### src/rtl/wb_regfile_stage.sv
// Writeback stage: selects the commit value, writes a 16 x 24-bit register file with
// same-cycle read bypass, and tracks outstanding producers in a pending-write scoreboard.
module wb_regfile_stage #(
    parameter int DATA_WIDTH  = 24,
    parameter int ADDR_WIDTH  = 4,
    parameter int COUNT_WIDTH = 16
) (
    input  logic                   clk,
    input  logic                   rst,
    input  logic                   writeback_enable,
    input  logic                   mem_read_enable,
    input  logic [ADDR_WIDTH-1:0]  instruction_dest,
    input  logic [DATA_WIDTH-1:0]  mem_read_data,
    input  logic [DATA_WIDTH-1:0]  alu_result,
    input  logic [ADDR_WIDTH-1:0]  rd_addr_a,
    input  logic [ADDR_WIDTH-1:0]  rd_addr_b,
    output logic [DATA_WIDTH-1:0]  rd_data_a,
    output logic [DATA_WIDTH-1:0]  rd_data_b,
    input  logic                   issue_valid,
    input  logic [ADDR_WIDTH-1:0]  issue_dest,
    output logic                   pending_a,
    output logic                   pending_b,
    output logic                   stall,
    output logic [DATA_WIDTH-1:0]  wb_data,
    output logic [COUNT_WIDTH-1:0] retired_count
);

    localparam int NUM_REGS = 1 << ADDR_WIDTH;

    logic [DATA_WIDTH-1:0]  regs [NUM_REGS];
    logic [NUM_REGS-1:0]    pend;
    logic [NUM_REGS-1:0]    pend_next;
    logic [COUNT_WIDTH-1:0] count_q;

    logic wb_hit_a;
    logic wb_hit_b;
    logic wb_hit_issue;
    logic waw;
    logic issue_set;

    assign wb_data       = mem_read_enable ? mem_read_data : alu_result;
    assign retired_count = count_q;

    // A writeback this cycle to the same index satisfies that consumer immediately.
    assign wb_hit_a     = writeback_enable && (instruction_dest == rd_addr_a);
    assign wb_hit_b     = writeback_enable && (instruction_dest == rd_addr_b);
    assign wb_hit_issue = writeback_enable && (instruction_dest == issue_dest);

    always_comb begin
        // NOTE: every always_comb output gets a default first so no path leaves it unassigned (no latch).
        rd_data_a = '0;
        rd_data_b = '0;
        if (!rst && rd_addr_a != '0)
            rd_data_a = wb_hit_a ? wb_data : regs[rd_addr_a];
        if (!rst && rd_addr_b != '0)
            rd_data_b = wb_hit_b ? wb_data : regs[rd_addr_b];
    end

    always_comb begin
        pending_a = !rst && pend[rd_addr_a] && !wb_hit_a;
        pending_b = !rst && pend[rd_addr_b] && !wb_hit_b;
        waw       = pend[issue_dest] && !wb_hit_issue && (issue_dest != '0);
        stall     = !rst && issue_valid && (pending_a || pending_b || waw);
        issue_set = issue_valid && !stall && (issue_dest != '0);
    end

    // Clear from writeback first, then set from issue, so a new producer wins on collision.
    always_comb begin
        pend_next = pend;
        if (writeback_enable)
            pend_next[instruction_dest] = 1'b0;
        if (issue_set)
            pend_next[issue_dest] = 1'b1;
        pend_next[0] = 1'b0;
    end

    always_ff @(posedge clk or posedge rst) begin
        if (rst) begin
            // NOTE: the register array is reset explicitly because architected state must read 0 after reset.
            for (int i = 0; i < NUM_REGS; i++)
                regs[i] <= '0;
            pend    <= '0;
            count_q <= '0;
        end else begin
            // NOTE: sequential state uses non-blocking assignments so all updates see pre-edge values.
            if (writeback_enable && instruction_dest != '0)
                regs[instruction_dest] <= wb_data;
            pend <= pend_next;
            if (writeback_enable)
                count_q <= count_q + COUNT_WIDTH'(1);
        end
    end

endmodule

### config.mk
export PLATFORM = sky130hd
export DESIGN_NAME = wb_regfile_stage
export DESIGN_NICKNAME = d
export VERILOG_FILES = /design/src/rtl/wb_regfile_stage.sv
export SDC_FILE = /design/constraint.sdc
export NUM_CORES = 1
export LEC_CHECK = 0
export BUFFER_PORTS_ARGS = -buffer_cell sky130_fd_sc_hd__buf_2
export CAP_MARGIN = 5
export CORE_AREA = 5 5 199 201
export DETAILED_ROUTE_END_ITERATION = 8
export DIE_AREA = 0 0 204 206
export PLACE_DENSITY = 0.78
export SETUP_SLACK_MARGIN = 0.05
export SYNTH_ARGS = -nofsm -noshare
export SYNTH_HDL_FRONTEND = slang
export SYNTH_SLANG_ARGS = --single-unit
### constraint.sdc
create_clock -name clk -period 20.4 [get_ports clk]
set_clock_uncertainty 0.15 [all_clocks]
set_input_delay 4.08 -clock clk [delete_from_list [all_inputs] [get_ports clk]]
set_output_delay 4.08 -clock clk [all_outputs]
set_load 0.01 [all_outputs]
==> results of run 1 <==
-- area by class of cell --
type / instances / area (um^2)
Fill cell: 2644 / 12600
Multi-Input combinational cell: 1253 / 10930
Sequential cell: 415 / 10390
Clock buffer: 64 / 1330
Timing Repair Buffer: 206 / 1166
Tap cell: 511 / 639.4
Clock inverter: 19 / 237.7
Inverter: 28 / 112.6
-- flip-flops by register name (all words and copies together) (netlist names) --
name / count
pend: 15
regs: 384
retired_count: 16
-- layer usage --
metal | GRT usage [%] | vias up | wire, um
met3 | 4.676 | 221 | 5021
met4 | 13.28 | 0 | 3044
li1 | - | 6974 | -
met1 | 40.37 | 8382 | 23300
met2 | 49.29 | 874 | 30600
met5 | 0 | - | 0
-- power by group through the flow --
stage | combinational, mW | sequential, mW | clock, mW
6_report | 0.634 | 1.16 | 0.856
5_1_grt | 0.694 | 1.18 | 0.902
4_1_cts | 0.635 | 1.16 | 0.864
3_5_place_dp | 0.627 | 1.16 | 0
3_3_place_gp | 0.601 | 1.14 | 0
2_1_floorplan | 0.486 | 1.12 | 0
-- logic make-up (layout without fill, tap and decap cells) --
kind of cell	after synthesis	in the layout	share of synthesized area (%)
AND/OR/NAND/NOR	496	496	8.868
XOR/XNOR	27	27	1.068
multiplexers	331	331	29.05
AO/OA/AOI/OAI	398	398	9.738
flip-flops	415	415	46.88
adder cells (fa/ha/maj)	1	1	0.05648
buffers and inverters	231	317	4.338
-- layout by cell type (no fill, tap or decap), drive strengths merged, types with 9 or more instances in the layout --
master and n:
o31ai 14, a21oi 240, clkbuf 64, xor2 11, mux4 248, mux2i 76
inv 30, clkinv 9, nand2 143, nand3 16, o21ai 130, nor2 305
xnor2 16, buf 206, dfrtp 415
-- how the worst max path moves through the flow --
stage                                to  cells past startpoint  slack, ns
final                      rd_data_b[9]                      8       8.87
after floorplan           rd_data_a[10]                      4       1.43
after global routing       rd_data_b[9]                      8       8.71
after global placement     rd_data_a[5]                      8       8.91
after detailed placement   rd_data_b[9]                      8       8.90
after CTS                  rd_data_b[9]                      8       8.85
-- per-stage QoR --
stage / power, mW / utilization, %
floorplan: 1.606 / -
global placement: 1.744 / 62.05
detailed placement: 1.791 / 62.05
CTS: 2.656 / 66.24
global route: 2.780 / 66.31
finish: 2.652 / 66.31
-- worst reg2reg max path, cell delays in order, from the launching register on --
cell	delay, ns
dfrtp_1	0.40
mux2i_1	0.09
mux4_2	0.49
mux2_4	0.31
o32ai_4	0.73
o32ai_1	0.20
==> metrics, run 1 <==
max cap viols 0; Post-Syn Area 22150 um^2; Initial Utilization 59.23%; Finished Layout Cells 2496; crit-path cells buf_6 -> xor2_1 -> nor2_1 -> nand4_1 -> buf_4 -> mux2i_1 -> nor2_1 -> buf_2; Worst slew margin 13.11%; WP data required 16.17 ns; Setup crit start rd_addr_b[0]; Max FO, Critical Path 70; CTS resizes 0; Final Max Tran Viols 0; Seq/Total Area, Yosys 46.88%; post-synthesis cell type count 43; I/O Buffers 159; Post-Syn Area per Cell 11.66 um^2; Placed Cells 2411; switching share of power 29.62%; Syn Inst Count 1899; Synth area leader dfrtp_1; worst r2r dst pend[12]; IO Count 160; crit end category primary output; CTS tree yes; maximum clock rate 86.72 MHz; # setup viols final 0; core region area 37400 um^2; Pre-Repair DR Iteration Count 6; maximum VDD drop 0.00005451 V; H-tree depth 2; Clock Pin Slew Worst Setup and Hold Paths 0.06 ns; largest cells by area after synthesis dfrtp_1 47%, mux4_2 25%, a21oi_1 5.4%; worst hold endpoint regs[365]; most used cell, CP nor2_1; DIE HEIGHT 206 um; Die W 204 um; Worst Hold Depth 0; worst reg-to-reg path cell count 5; synthesized flop and latch total 415; Setup Buffers After CTS 0; cell-internal power 1.867 mW; die area 42020 um^2; hpwl dp 35.87 mm; Synth top cells by count 415 x dfrtp_1, 305 x nor2_1, 246 x mux4_2; GP Congestion 0.8619; clock sinks 415; Routed WL 61.97 mm; Post-Place Worst Slack 8.900 ns; reg-to-reg slack, setup 17.87 ns; first-pass GRT wire length 97.66 mm; share of cells above drive strength 1 28.61%; Clk pwr share 32.3%; worst hold path type reg -> reg; crit path launch type input port; post-route ant nets 0; Combinational Power Share 23.9%; # diodes 0; CTS Buffer Depth 3; DRC violations left 0; status finished, final reports clean; worst r2r src pend[5]; vias in the first global route 17090; most common cell in the netlist dfrtp_1; Max stage delay on crit path 0.98 ns; Rows 71; Via density 6.591; share of the synthesized area in the top cell type 46.88%; Crit Path Class in -> out; slowest CP cell nand4_1; total number of vias 16450; RSZ-0062 raised after global routing false; P_sw 0.7855 mW; GRT Total Usage 29.98%; hold_buf cts 0; DR WL/cell 24.83 um; Placed Instance Area 23200 um^2; Setup TNS Final 0 ns; final hold vios 0; Design Area, Final 24800 um^2; crit path DAT 7.30 ns; pin count of the biggest net entering global routing 127; Final Critical Period 11.53 ns; initial drt markers 1729; async set-reset flop share out of synthesis 100.0%; nets 2019; Worst Min Path Start regs[365]; Flop pwr share 43.8%; post-synth net total 1969; worst slew pin tran 1.267 ns; worst skew pair latency 0.56 ns; pwr dens 106.9 nW/um^2; final worst slack 8.869 ns; clock root cell clkbuf_16; Syn. warnings 0; WHS 0.2464 ns; initial antenna violation count 0; CTS Buf Count 45; fin crit share 56.53%; cell family with the largest share of critical-path delay buffers and inverters; Congestion Overflow GR 0; CP Buf/Inv Count 3; Synth Flop Type dfrtp_1; Area growth syn-to-layout 11.95%; LEAKAGE 10.85 nW; EDFF count, synth 0
Note: power is estimated with default switching activity, not from simulation.
==> run 2: changes to the inputs <==
CORE_AREA = 5 5 207 209   (was 5 5 199 201)
DIE_AREA = 0 0 212 214   (was 0 0 204 206)
PLACE_DENSITY = 0.76   (was 0.78)
clock period = 9.25 ns   (was 20.4 ns; I/O delays follow)
==> metrics, run 2 (synthesized netlist as in run 1, its figures left out) <==
max cap viols 0; max reg flops 384; Via density 6.491; worst hold path type reg -> reg; hpwl dp 36.70 mm; final worst slack 2.447 ns; pwr dens 236.5 nW/um^2; Initial Utilization 54.50%; Clock Pin Slew Worst Setup and Hold Paths 0.06 ns; CTS tree yes; total number of vias 16360; Max FO, Critical Path 66; initial antenna violation count 0; LEAKAGE 10.87 nW; GRT Total Usage 27.43%; first-pass GRT wire length 98.17 mm; Rows 74; GP Congestion 0.8889; Setup Buffers After CTS 0; Die W 212 um; nets 2023; # setup viols final 0; die area 45370 um^2; H-tree depth 2; initial drt markers 1660; CTS resizes 0; WP data required 7.25 ns; Area growth syn-to-layout 12.32%; commonest non-fill, non-tap cell in the layout dfrtp_1; clock sinks 415; worst slew pin tran 1.439 ns; share of cells above drive strength 1 28.42%; RSZ-0062 raised after global routing false; DRC violations left 0; Final Max Tran Viols 0; hold_buf cts 0; maximum VDD drop 0.0001550 V; crit end category primary output; Worst slew margin 3.779%; pin count of the biggest net entering global routing 104; # diodes 0; fin crit share 73.55%; Final Critical Period 6.803 ns; DIE HEIGHT 214 um; # fillers 3071; CTS Buf Count 44; final hold vios 0; CTS Buffer Depth 3; most flop-heavy register regs; DR WL/cell 24.63 um; I/O Buffers 159; Crit Path Class in -> out; post-route ant nets 0; crit path DAT 4.80 ns; core region area 40650 um^2; crit path launch type input port; IO Count 160; WHS 0.2460 ns; Congestion Overflow GR 0; Post-Place Worst Slack 2.427 ns; maximum clock rate 147.0 MHz; status finished, final reports clean; Pre-Repair DR Iteration Count 5; commonest non-fill, non-tap cells in the layout 415 x dfrtp_1, 296 x nor2_1, 246 x mux4_2; clock root cell clkbuf_16; worst skew pair latency 0.55 ns; vias in the first global route 17260; Routed WL 62.08 mm
[run 2: path summary, 6_finish.rpt]
kind	depth (start not counted)	startpoint	endpoint	slack [ns]
min in group asynchronous	2	rst	retired_count[0]	1.43
worst min-delay path	0	regs[378]	regs[378]	0.25
max in group asynchronous	5	rst	regs[157]	4.31
worst max register to register	5	pend[1]	pend[12]	6.72
worst max-delay path	7	rd_addr_b[0]	rd_data_b[12]	2.45
worst min register to register	0	regs[378]	regs[378]	0.25
[run 2: critical path, stage by stage]
cell and delay, ns:
buf_6 0.67, buf_4 0.72, mux4_2 0.60, mux4_2 0.52, mux2i_1 0.16, nor2_1 0.06
buf_2 0.15
[run 2: layout make-up]
class | count | area [um^2] | area share, %
clock inverters | 17 | 305.3 | 1.227
repair buffers | 211 | 1216 | 4.888
clock buffers | 64 | 1279 | 5.140
inverters | 28 | 108.9 | 0.4375
multi-input cells | 1253 | 10920 | 43.89
well taps | 532 | 665.6 | 2.675
flip-flops and latches | 415 | 10390 | 41.74
[run 2: power breakdown]
part	leakage, nW	switching [mW]	internal (mW)
Clock	0.768	0.735	1.19
Sequential	4.99	0.348	2.22
Combinational	5.11	0.642	0.751
Total	10.9	1.72	4.16
[run 2: routing by layer]
metal | GRT usage (%) | wire length [um] | up-vias | share of wire (%)
li1 | - | - | 6983 | -
met1 | 35.30 | 22670 | 8261 | 37
met2 | 45.63 | 31210 | 907 | 50
met3 | 5.969 | 5399 | 206 | 8.7
met4 | 11.14 | 2802 | 0 | 4.5
met5 | 0 | 0 | - | 0
[run 2: metrics by stage]
stage / power [mW] / cells / setup TNS [ns] / utilization (%) / area, um^2
CTS: 5.895 / 2516 / 0 / 61.13 / 24850
finish: 5.885 / 2520 / 0 / 61.21 / 24880
global placement: 3.860 / 2435 / 0 / 57.23 / 23260
detailed placement: 3.962 / 2435 / 0 / 57.23 / 23260
global route: 6.167 / 2520 / 0 / 61.21 / 24880
floorplan: 3.542 / 1899 / -65.71 / - / 22160
